## src/rtl/npc_ctrl_pkg.sv

```systemverilog
// Shared definitions for the NPC control FSM: state encodings and error codes.
// The optional performance counters in npc_ctrl are enabled by defining NPC_PERF_CNT_EN.
package npc_ctrl_pkg;

  typedef enum logic [2:0] {
    IDLE   = 3'd0,
    FETCH  = 3'd1,
    DECODE = 3'd2,
    EXEC   = 3'd3,
    MEM    = 3'd4,
    WB     = 3'd5,
    HALT   = 3'd6,
    ERR    = 3'd7
  } state_t;

  typedef enum logic [1:0] {
    ERR_NONE    = 2'd0,
    ERR_ILLEGAL = 2'd1,
    ERR_IMEM_TO = 2'd2,
    ERR_DMEM_TO = 2'd3
  } err_t;

endpackage

```

## src/rtl/npc_ctrl_wdt.sv

```systemverilog
// Handshake watchdog: counts consecutive wait cycles and flags the cycle on which
// the TIMEOUT_LIMIT-th wait cycle occurs.
module npc_ctrl_wdt #(
  parameter int unsigned TIMEOUT_W     = 8,
  parameter int unsigned TIMEOUT_LIMIT = 200
) (
  input  logic clk,
  input  logic rst_n,
  input  logic i_clear,
  input  logic i_wait,
  output logic o_expired
);

  localparam logic [TIMEOUT_W-1:0] LAST = TIMEOUT_W'(TIMEOUT_LIMIT - 1);

  logic [TIMEOUT_W-1:0] r_cnt;

  // r_cnt holds the number of wait cycles already elapsed, so the current cycle is r_cnt+1
  always_ff @(posedge clk or negedge rst_n) begin
    if (!rst_n) begin
      r_cnt <= '0;
    end else if (i_clear) begin
      r_cnt <= '0;
    end else if (i_wait && (r_cnt != LAST)) begin
      r_cnt <= r_cnt + 1'b1;
    end
  end

  assign o_expired = i_wait && (r_cnt == LAST);

endmodule

```

## src/rtl/npc_ctrl.sv

```systemverilog
// Multi-cycle control FSM for the NPC core: fetch/decode/exec/mem/writeback sequencing,
// memory handshakes, halt/illegal/timeout detection. Optional counters: NPC_PERF_CNT_EN.
module npc_ctrl
  import npc_ctrl_pkg::*;
#(
  parameter int unsigned TIMEOUT_W     = 8,
  parameter int unsigned TIMEOUT_LIMIT = 200
) (
  input  logic        clk,
  input  logic        rst_n,
  output logic        imem_valid,
  input  logic        imem_ready,
  output logic        dmem_valid,
  output logic        dmem_wr,
  input  logic        dmem_ready,
  input  logic        dec_is_load,
  input  logic        dec_mem_wen,
  input  logic        dec_reg_wen,
  input  logic        dec_is_ebreak,
  input  logic        dec_inst_not_ipl,
  output logic        ir_wen,
  output logic        pc_wen,
  output logic        rf_wen,
  output logic        halt,
  output logic [1:0]  err_code,
  output logic [2:0]  state
`ifdef NPC_PERF_CNT_EN
  ,
  output logic [63:0] cycle_cnt,
  output logic [63:0] instret_cnt
`endif
);

  state_t r_state;
  err_t   r_err_code;
  logic   r_dmem_wr;
  logic   w_wdt_clear;
  logic   w_wdt_wait;
  logic   w_expired;

  assign w_wdt_clear = (r_state != FETCH) && (r_state != MEM);
  assign w_wdt_wait  = ((r_state == FETCH) && !imem_ready) ||
                       ((r_state == MEM)   && !dmem_ready);

  npc_ctrl_wdt #(
    .TIMEOUT_W     (TIMEOUT_W),
    .TIMEOUT_LIMIT (TIMEOUT_LIMIT)
  ) u_wdt (
    .clk       (clk),
    .rst_n     (rst_n),
    .i_clear   (w_wdt_clear),
    .i_wait    (w_wdt_wait),
    .o_expired (w_expired)
  );

  always_ff @(posedge clk or negedge rst_n) begin
    if (!rst_n) begin
      r_state    <= IDLE;
      r_err_code <= ERR_NONE;
      r_dmem_wr  <= 1'b0;
    end else begin
      case (r_state)
        IDLE:   r_state <= FETCH;
        FETCH: begin
          // ready takes priority over a watchdog expiry in the same cycle
          if (imem_ready) begin
            r_state <= DECODE;
          end else if (w_expired) begin
            r_state    <= ERR;
            r_err_code <= ERR_IMEM_TO;
          end
        end
        DECODE: begin
          if (dec_is_ebreak) begin
            r_state <= HALT;
          end else if (dec_inst_not_ipl) begin
            r_state    <= ERR;
            r_err_code <= ERR_ILLEGAL;
          end else begin
            r_state <= EXEC;
          end
        end
        EXEC: begin
          if (dec_is_load || dec_mem_wen) begin
            r_state   <= MEM;
            r_dmem_wr <= dec_mem_wen;
          end else begin
            r_state <= WB;
          end
        end
        MEM: begin
          if (dmem_ready) begin
            r_state <= WB;
          end else if (w_expired) begin
            r_state    <= ERR;
            r_err_code <= ERR_DMEM_TO;
          end
        end
        WB:     r_state <= FETCH;
        HALT:   r_state <= HALT;
        ERR:    r_state <= ERR;
      endcase
    end
  end

  assign imem_valid = (r_state == FETCH);
  assign dmem_valid = (r_state == MEM);
  assign dmem_wr    = (r_state == MEM) && r_dmem_wr;
  assign ir_wen     = (r_state == FETCH) && imem_ready;
  assign pc_wen     = (r_state == WB);
  assign rf_wen     = (r_state == WB) && dec_reg_wen;
  assign halt       = (r_state == HALT) || (r_state == ERR);
  assign err_code   = r_err_code;
  assign state      = r_state;

`ifdef NPC_PERF_CNT_EN
  logic [63:0] r_cycle_cnt;
  logic [63:0] r_instret_cnt;

  always_ff @(posedge clk or negedge rst_n) begin
    if (!rst_n) begin
      r_cycle_cnt   <= '0;
      r_instret_cnt <= '0;
    end else begin
      if (!halt) begin
        r_cycle_cnt <= r_cycle_cnt + 64'd1;
      end
      if (pc_wen) begin
        r_instret_cnt <= r_instret_cnt + 64'd1;
      end
    end
  end

  assign cycle_cnt   = r_cycle_cnt;
  assign instret_cnt = r_instret_cnt;
`endif

endmodule
```

## config.mk

```make
export PLATFORM = sky130hd
export DESIGN_NAME = npc_ctrl
export DESIGN_NICKNAME = d
export VERILOG_FILES = /design/src/rtl/npc_ctrl_pkg.sv /design/src/rtl/npc_ctrl_wdt.sv /design/src/rtl/npc_ctrl.sv
export SDC_FILE = /design/constraint.sdc
export NUM_CORES = 1
export LEC_CHECK = 0
export CELL_PAD_IN_SITES_DETAIL_PLACEMENT = 0
export CELL_PAD_IN_SITES_GLOBAL_PLACEMENT = 1
export CORE_MARGIN = 2
export CORE_UTILIZATION = 36
export CTS_CLUSTER_DIAMETER = 60
export CTS_CLUSTER_SIZE = 14
export DETAILED_ROUTE_END_ITERATION = 8
export PLACE_DENSITY = 0.85
export SKIP_CTS_REPAIR_TIMING = 1
export SLEW_MARGIN = 20
export SYNTH_ARGS = -nofsm -noshare
export SYNTH_HDL_FRONTEND = slang
export SYNTH_SLANG_ARGS = --single-unit
```

## constraint.sdc

```tcl
create_clock -name clk -period 1.85 [get_ports clk]
set_input_delay 0.185 -clock clk [delete_from_list [all_inputs] [get_ports clk]]
set_output_delay 0.185 -clock clk [all_outputs]
set_load 0.01 [all_outputs]
```

==> results of run 1 <==
[per-stage QoR]
stage                     hold slack, ps  area [sq um]  power, W  worst slack, ps
after floorplan                     -111           908   0.00101              165
after global placement               471          1170   0.00136              115
after detailed placement             484          1170   0.00137             3.12
after CTS                            319          1200   0.00159             -210
after global routing                 358          1330   0.00191            -39.0
final                                298          1330   0.00178             41.3
[worst paths after layout]
check | to | cells past startpoint
worst max-delay path | err_code[0]$_DFFE_PN0P_ | 5
worst min-delay path | u_wdt.r_cnt[5]$_DFFE_PN0P_ | 1
worst min register to register | r_dmem_wr$_DFFE_PN0P_ | 1
worst max register to register | err_code[0]$_DFFE_PN0P_ | 5
max in group asynchronous | state[0]$_DFF_PN0_ | 1
min in group clk | r_dmem_wr$_DFFE_PN0P_ | 1
[logic make-up after synthesis]
logic type,count (synthesis),share of synthesized area
simple gates,47,0.331
compound gates,21,0.154
flops,14,0.386
buf+inv,7,0.0523
mux,4,0.0441
xor+xnor,2,0.0193
fa+ha+maj,1,0.0138
[power by group through the flow]
stage / registers (W) / clock network, W / logic (W)
6_report: 0.000443 / 0.000218 / 0.00112
4_1_cts: 0.000476 / 0.000225 / 0.000891
2_1_floorplan: 0.000466 / 0 / 0.000546
3_3_place_gp: 0.000478 / 0 / 0.000883
3_5_place_dp: 0.000480 / 0 / 0.000887
5_1_grt: 0.000454 / 0.000244 / 0.00121
[layout make-up]
type                    count  area, sq um
fillers                   225         1100
multi-input cells          75          538
repair buffers             39          359
flip-flops and latches     14          353
well taps                  30         37.5
clock buffers               4         36.3
inverters                   2         7.51
[flip-flops by register name (all words and copies together) (netlist names)]
register	cells
u_wdt.r_cnt	8
state	3
err_code	2
r_dmem_wr	1
[layout by cell type (no fill, tap or decap), drive strengths merged, types with 5 or more instances in the layout]
| cell type | n |
|---|---|
| dlymetal6s2s | 5 |
| o21ai | 7 |
| buf | 19 |
| nor2 | 9 |
| nand2 | 6 |
| clkdlybuf4s50 | 15 |
| nand3 | 6 |
| dfrtp | 14 |
[per-layer routing]
metal / vias up / wire, um / track usage
met2: 25 / 1080 / 0.255
met5: - / 0 / 0
met3: 6 / 80 / 0.0328
met4: 0 / 68 / 0.108
li1: 431 / - / -
met1: 433 / 1010 / 0.199
==> impl_metrics.csv, run 1 <==
group,metric,value,unit
worst_setup_path,crit_arrival,1960,ps
logic_synthesis,postSynthAreaPerCell,9.46,sq um
clock_network,clk_pin_slew,90,ps
worst_setup_path,start_kind,"flip-flop",
timing,slew_headroom,0.570,
worst_setup_path,path_class,"flip-flop to flip-flop",
logic_synthesis,synth.net_count,106,
worst_setup_path,end_kind,"flip-flop",
logic_synthesis,synth_seq_cells,14,
placement,hpwlAfterDp,1570,um
logic_synthesis,yosysMostFrequentCell,"dfrtp_1",
worst_setup_path,r2r_slack,40,ps
timing,tns,0,ps
pwr,p_sw,0.000670,W
pwr,internal-power,0.00111,W
worst_setup_path,slowest_delay,500,ps
logic_synthesis,ys_warn_count,0,
pwr,p_seq_frac,0.249,
worst_setup_path,cpMaxStageDelayCell,"or4_4",
global_routing,overflow,0,
logic_synthesis,yosysTopAreaCellShare,0.386,
floorplanning,ios,21,
worst_setup_path,path_buf_inv,0,
detailed_routing,antenna_left,0,
worst_setup_path,timing.rr.start,"u_wdt.r_cnt[0]$_DFFE_PN0P_",
clock_network,tritoncts,"yes",
global_routing,antenna_found_initial,0,
detailed_routing,drtIter0Drc,9,
pwr,cellPowerDensity,1340,nW/um^2
timing,period_share,0.978,
placement,globalplace.congestion,0.862,
logic_synthesis,yosysSeqAreaShare,0.386,
logic_synthesis,netlist_top_cells_count,"14 x dfrtp_1, 8 x nor2_1, 7 x o21ai_0",
finish,num_antenna_cells,0,
timing,drv_slew,0,
finish,postLayoutCoreUtil,0.547,
floorplanning,dieWidth,54.2,um
global_routing,grt_first_pass_wirelength,3420,um
floorplanning,core-area,2430,sq um
hold_path,hold_path_class,"primary input to asynchronous set/reset pin",
floorplanning,row_count,18,
detailed_routing,wl_per_cell,13.6,um
logic_synthesis,syn_area,908,sq um
timing,fmax,553,MHz
finish,layout.nets,145,
clock_network,numCtsBuffers,3,
floorplanning,die_y,54.2,um
logic_synthesis,async_flop_share,1.00,
placement,portBuffers,20,
clock_network,cts_max_level,1,
pwr,leakage,0.659,nW
timing,max_slew.worst_pin.slew,643,ps
timing,setup_viol_count_final,0,
pwr,combPwrFrac,0.629,
worst_setup_path,worstPathMaxFanout,5,
pwr,ir_drop,0.000819,V
detailed_routing,routed_via_density,5.46,
clock_network,numClockSinks,14,
clock_network,clock_latency,280,ps
global_routing,track_usage,0.162,
detailed_routing,finalWirelength,2240,um
placement,dp.cells,149,
timing,finalHoldViolations,0,
clock_network,clock_path_buffers,2,
detailed_routing,num_vias,895,
logic_synthesis,ys.flop_type,"dfrtp_1",
outcome,outcome,"finished clean",
floorplanning,die_area,2940,sq um
finish,drive_above_1_share,0.284,
logic_synthesis,ys_top_cells_by_area,"dfrtp_1 39%, nor4b_4 5.2%, mux2i_1 4.4%",
logic_synthesis,synth_edf_count,0,
job,drv_cap,0,
worst_setup_path,cp_cell_sequence,"ha_2 -> nand4_1 -> or4_4 -> o41ai_2 -> o21ai_0",
detailed_routing,drt_first_pass_iters,4,
floorplanning,start_util,0.373,
global_routing,grt_pass1_vias,796,
logic_synthesis,synth.distinct_cells,39,
detailed_routing,drc,0,
worst_setup_path,cp-startpoint,"u_wdt.r_cnt[0]$_DFFE_PN0P_",
timing,period_minus_slack,1810,ps
finish,syn2layout_area_growth,46.6,%
pwr,swShare,0.376,
finish,layout.cells.non_filler,164,
clock_network,cts-root-buf,"clkbuf_4",
worst_setup_path,required,2000,ps
pwr,clock_power_share,0.122,
logic_synthesis,yosys.area.top_type,"dfrtp_1",
worst_setup_path,path_delay_family,"simple AND/OR/NAND/NOR gates",
timing,skew,4.83,ps
global_routing,grt_max_degree,15,
logic_synthesis,synthCells,96,
Power figures use the tool's default switching activity.
==> inputs of run 2 (changes only) <==
--- a/config.mk
+++ b/config.mk
@@ -5,6 +5,7 @@
 export SDC_FILE = /design/constraint.sdc
 export NUM_CORES = 1
 export LEC_CHECK = 0
+export ABC_CLOCK_PERIOD_IN_PS = 1850
 export CELL_PAD_IN_SITES_DETAIL_PLACEMENT = 0
 export CELL_PAD_IN_SITES_GLOBAL_PLACEMENT = 1
 export CORE_MARGIN = 2
==> results of run 2 <==
No change in the layout: final DEF, timing and power equal those of run 1.
